### src/rtl/booth_ctrl.sv
// Sequencing FSM for the radix-2 Booth multiplier datapath: operand load,
// N add/sub-then-shift iterations, product readout as A then Q, done pulse.
module booth_ctrl #(
    parameter int N  = 8,
    parameter int CW = 3
) (
    input  logic          clk,
    input  logic          rst_b,
    input  logic          start,
    input  logic          q0,
    input  logic          q_m1,
    output logic          ld_m,
    output logic          ld_q,
    output logic          clr_a,
    output logic          ld_sum,
    output logic          sub,
    output logic          sh_r,
    output logic          oe_a,
    output logic          oe_q,
    output logic          busy,
    output logic          done,
    output logic [CW-1:0] cnt
);

    typedef enum logic [2:0] {
        S_IDLE,
        S_LD_M,
        S_LD_Q,
        S_TEST,
        S_SHIFT,
        S_OUT_A,
        S_OUT_Q,
        S_DONE
    } state_e;

    state_e        state_q, state_d;
    logic [CW-1:0] cnt_q, cnt_d;
    logic          cnt_last;

    assign cnt_last = (cnt_q == CW'(N - 1));
    assign cnt      = cnt_q;

    // NOTE: state registers use non-blocking assignments so every flop samples
    // the pre-edge value; the async reset forces IDLE and zero outputs at once.
    always_ff @(posedge clk or negedge rst_b) begin
        if (!rst_b) begin
            state_q <= S_IDLE;
            cnt_q   <= '0;
        end else begin
            state_q <= state_d;
            cnt_q   <= cnt_d;
        end
    end

    // NOTE: every signal written here gets a default first so no path
    // through the case leaves a value unassigned and infers a latch.
    always_comb begin
        state_d = state_q;
        cnt_d   = cnt_q;
        ld_m    = 1'b0;
        ld_q    = 1'b0;
        clr_a   = 1'b0;
        ld_sum  = 1'b0;
        sub     = 1'b0;
        sh_r    = 1'b0;
        oe_a    = 1'b0;
        oe_q    = 1'b0;
        busy    = 1'b1;
        done    = 1'b0;

        unique case (state_q)
            S_IDLE: begin
                busy = 1'b0;
                if (start) state_d = S_LD_M;
            end
            S_LD_M: begin
                ld_m    = 1'b1;
                clr_a   = 1'b1;
                state_d = S_LD_Q;
            end
            S_LD_Q: begin
                ld_q    = 1'b1;
                cnt_d   = '0;
                state_d = S_TEST;
            end
            S_TEST: begin
                // Booth pair 10 subtracts M, 01 adds M, 00/11 leave A alone.
                ld_sum  = q0 ^ q_m1;
                sub     = q0 & ~q_m1;
                state_d = S_SHIFT;
            end
            S_SHIFT: begin
                sh_r = 1'b1;
                if (cnt_last) begin
                    cnt_d   = '0;
                    state_d = S_OUT_A;
                end else begin
                    cnt_d   = cnt_q + 1'b1;
                    state_d = S_TEST;
                end
            end
            S_OUT_A: begin
                oe_a    = 1'b1;
                state_d = S_OUT_Q;
            end
            S_OUT_Q: begin
                oe_q    = 1'b1;
                state_d = S_DONE;
            end
            S_DONE: begin
                done    = 1'b1;
                state_d = S_IDLE;
            end
            default: begin
                busy    = 1'b0;
                state_d = S_IDLE;
            end
        endcase
    end

endmodule

### config.mk
export PLATFORM = sky130hd
export DESIGN_NAME = booth_ctrl
export DESIGN_NICKNAME = d
export VERILOG_FILES = /design/src/rtl/booth_ctrl.sv
export SDC_FILE = /design/constraint.sdc
export NUM_CORES = 1
export LEC_CHECK = 0
export ABC_AREA = 1
export CORE_AREA = 2 2 39 41
export CTS_CLUSTER_DIAMETER = 100
export CTS_CLUSTER_SIZE = 14
export DETAILED_ROUTE_END_ITERATION = 12
export DIE_AREA = 0 0 41 43
export GPL_ROUTABILITY_DRIVEN = 0
export PLACE_DENSITY = 0.7
export SLEW_MARGIN = 20
export SYNTH_ARGS = -nofsm -noshare
export SYNTH_HDL_FRONTEND = slang
export SYNTH_SLANG_ARGS = --single-unit
export TNS_END_PERCENT = 5
### constraint.sdc
create_clock -name clk -period 3.55 [get_ports clk]
set_clock_uncertainty 0.1 [all_clocks]
set_input_delay 0.8875 -clock clk [delete_from_list [all_inputs] [get_ports clk]]
set_output_delay 0.8875 -clock clk [all_outputs]
set_load 0.05 [all_outputs]
==> metrics.md <==
| Metric | Value |
|---|---|
| Run status | complete, no violations |
| Slew @ Worst Pin | 0.493 ns |
| FP Rows | 14 |
| Hold Crit Class | reg -> reg |
| CORE AREA | 0.00138 sq mm |
| Syn Area/Cell | 7.81 sq um |
| Vias | 360 |
| Pre-CTS setup slack | 0.551 ns |
| Total GRT Usage | 10.1% |
| Ranking of synthesized cells by area | dfrtp_1, nand2_1, ha_1 |
| Area leader, netlist | dfrtp_1 |
| CP max stage cell | clkdlybuf4s50_1 |
| Synth Area in Simple Gates | 38.1% |
| Global-route wire length before repair | 1.16 mm |
| DRC viols | 0 |
| Slew headroom | 67.0% |
| Number of diodes | 0 |
| Worst vdd ir | 0.000377 V |
| Crit end category | output port |
| CP max stage delay | 0.45 ns |
| Die Span X | 41 um |
| Hold Crit Depth | 2 |
| Starting Density | 28.2% |
| Ys Warns | 0 |
| Ports | 18 |
| Reg2Reg Depth | 6 |
| Post-synthesis adder-cell area fraction | 9.62% |
| Filler instances | 139 |
| Clk_lat worst skew | 0.24 ns |
| Clock transition at the registers of the reported paths | 0.04 ns |
| Achievable Freq | 336 MHz |
| Largest net degree at the start of global routing | 9 |
| Max-Cap Viols | 0 |
| Path type of the worst setup path | in -> out |
| Main combinational cell family by area after synthesis | simple AND/OR/NAND/NOR gates |
| Routed wire per std cell | 9.04 um |
| Cell total after placement | 81 |
| CTS tree | built |
| Worst Hold End | cnt[1]$_DFFE_PN0P_ |
| H-tree levels | 1 |
| Worst EP required | 2.56 ns |
| Hold Fails Final Rpt | 0 |
| # port buffers | 17 |
| Pins Over Slew Limit | 0 |
| Post-route ant nets | 0 |
| Synth Flop Type | dfrtp_1 |
| Startpoint types | input port |
| Final worst slack | 0.573 ns |
| Cell Chain, Critical Path | clkdlybuf4s50_1 -> inv_1 -> ha_1 -> nor2_1 -> buf_12 |
| NumNets Final | 78 |
| Buf+Inv Stages, Crit Path | 3 |
| Vias in the first global route | 295 |
| Post-synthesis xor/xnor area fraction | 0% |
| Die Span Y | 43 um |
| Post-CTS Setup Inserts | 0 |
| Via density | 4.29 |
| Mapped Nets | 58 |
| Post-Syn Area | 390 sq um |
| Hold_buf cts | 0 |
| Most frequent cells in the layout | clkdlybuf4s50_1, nand2_1, inv_1, dfrtp_1 |
| Crit Path Max Fanout | 1 |
| Worst-case clock buffer depth | 2 |
| Share of layout cells above drive strength 1 | 16.2% |
| Drt total wl | 759 um |
| Synth unique cells | 15 |
| Drt initial violations | 2 |
| CTS Buf Count | 3 |
| Die area | 0.00176 sq mm |
| Clk sinks | 6 |
| Setup TNS | 0 ns |
| Pwr Density | 1010 mW/mm^2 |
| Most common cell after layout, fill and taps aside | clkdlybuf4s50_1 |
| Crit path time final | 2.98 ns |
| Multiplexer area fraction after synthesis | 0% |
| Non-Filler Instances | 84 |
| PostCTS Resize Cnt | 0 |
| Critical R2R Capture | state_q[2]$_DFFE_PN0P_ |
| Endpoints failing setup | 0 |
| CTS Root Cell | clkbuf_4 |
| Post-synthesis sequential area ratio | 38.5% |
| Synth Instances | 50 |
| Fraction of registers with async set/reset | 100% |
| Gr ovfl total | 0 |
| Synthesized flop and latch total | 6 |
| R2r startpoint | cnt[0]$_DFFE_PN0P_ |
| Fin crit share | 83.9% |
| Initial antenna violation count | 0 |
| Leakage | 0.307 nW |
| Unrepaired setup endpoints after global routing | no |
| Worst path top cell family by delay | buffers and inverters |
| Worst endpoint data arrival time | 1.99 ns |
| Post-DP HPWL | 631 um |
| Hold Crit Start | cnt[1]$_DFFE_PN0P_ |
| Yosys top cell area share | 38.5% |
| Compound-gate portion of the synthesized area | 0% |
| R2R setup slack | 2.29 ns |
| Initial DRT Pass Iterations | 2 |
| Post-synth EDFFs | 0 |
| Area grow syn2layout | 51.6% |
==> how the worst max path moves through the flow <==
stage | from | end | slack [ns] | cells past startpoint
final | q_m1 | ld_sum | 0.57 | 5
after global routing | q_m1 | ld_sum | 0.51 | 5
after CTS | q_m1 | ld_sum | 0.56 | 5
after detailed placement | q_m1 | ld_sum | 0.55 | 5
after global placement | q_m1 | ld_sum | 0.58 | 5
after floorplan | state_q[0]$_DFFE_PN0P_ | ld_m | 0.57 | 3
==> registers in the layout (all words and copies together), names as in the netlist <==
name	cells
cnt	3
state_q	3
==> metal layers <==
metal | wire length (um) | GRT usage [%] | vias up
li1 | - | - | 193
met2 | 295 | 12.8 | 17
met5 | 0 | 0 | -
met4 | 29 | 10.0 | 0
met1 | 350 | 13.2 | 146
met3 | 84 | 2.09 | 4
==> cell usage after synthesis (2+ instances only) <==
| cell | number |
|---|---|
| nor3_1 | 4 |
| inv_1 | 6 |
| nand3_1 | 5 |
| dfrtp_1 | 6 |
| ha_1 | 3 |
| nor2_1 | 5 |
| nand2_1 | 12 |
| inv_2 | 2 |
==> power by group <==
group | internal [W] | switching, W | total (W)
Clock | 0.0000381 | 0.0000224 | 0.0000605
Combinational | 0.000130 | 0.000267 | 0.000397
Sequential | 0.0000965 | 0.0000457 | 0.000142
==> cell families (layout without fill, tap and decap cells) <==
family / Yosys count / after routing
buffers and inverters: 11 / 29
AND/OR/NAND/NOR: 30 / 30
adder cells (fa/ha/maj): 3 / 3
flip-flops: 6 / 6
==> worst min-delay path, delay by kind of cell (launching register included) <==
kind	cells	cell delay, ns
simple gates	2	0.14
flops	1	0.36
==> cell type report <==
cell class | count | area (sq um) | share of cell area, %
Timing Repair Buffer | 17 | 178 | 30.0
Multi-Input combinational cell | 33 | 186 | 31.5
Sequential cell | 6 | 150 | 25.4
Clock buffer | 3 | 22.5 | 3.81
Tap cell | 16 | 20.0 | 3.38
Inverter | 9 | 35.0 | 5.92
==> per-stage QoR <==
step                total power, W  cell area (sq um)  hold slack (ns)  utilization [%]
floorplan                 0.000433                390            0.480                -
global placement          0.000539                569            0.423             41.1
detailed placement        0.000542                569            0.422             41.1
CTS                       0.000606                592            0.436             42.8
global route              0.000642                592            0.473             42.8
finish                    0.000600                592            0.432             42.8
Power figures use the tool's default switching activity.
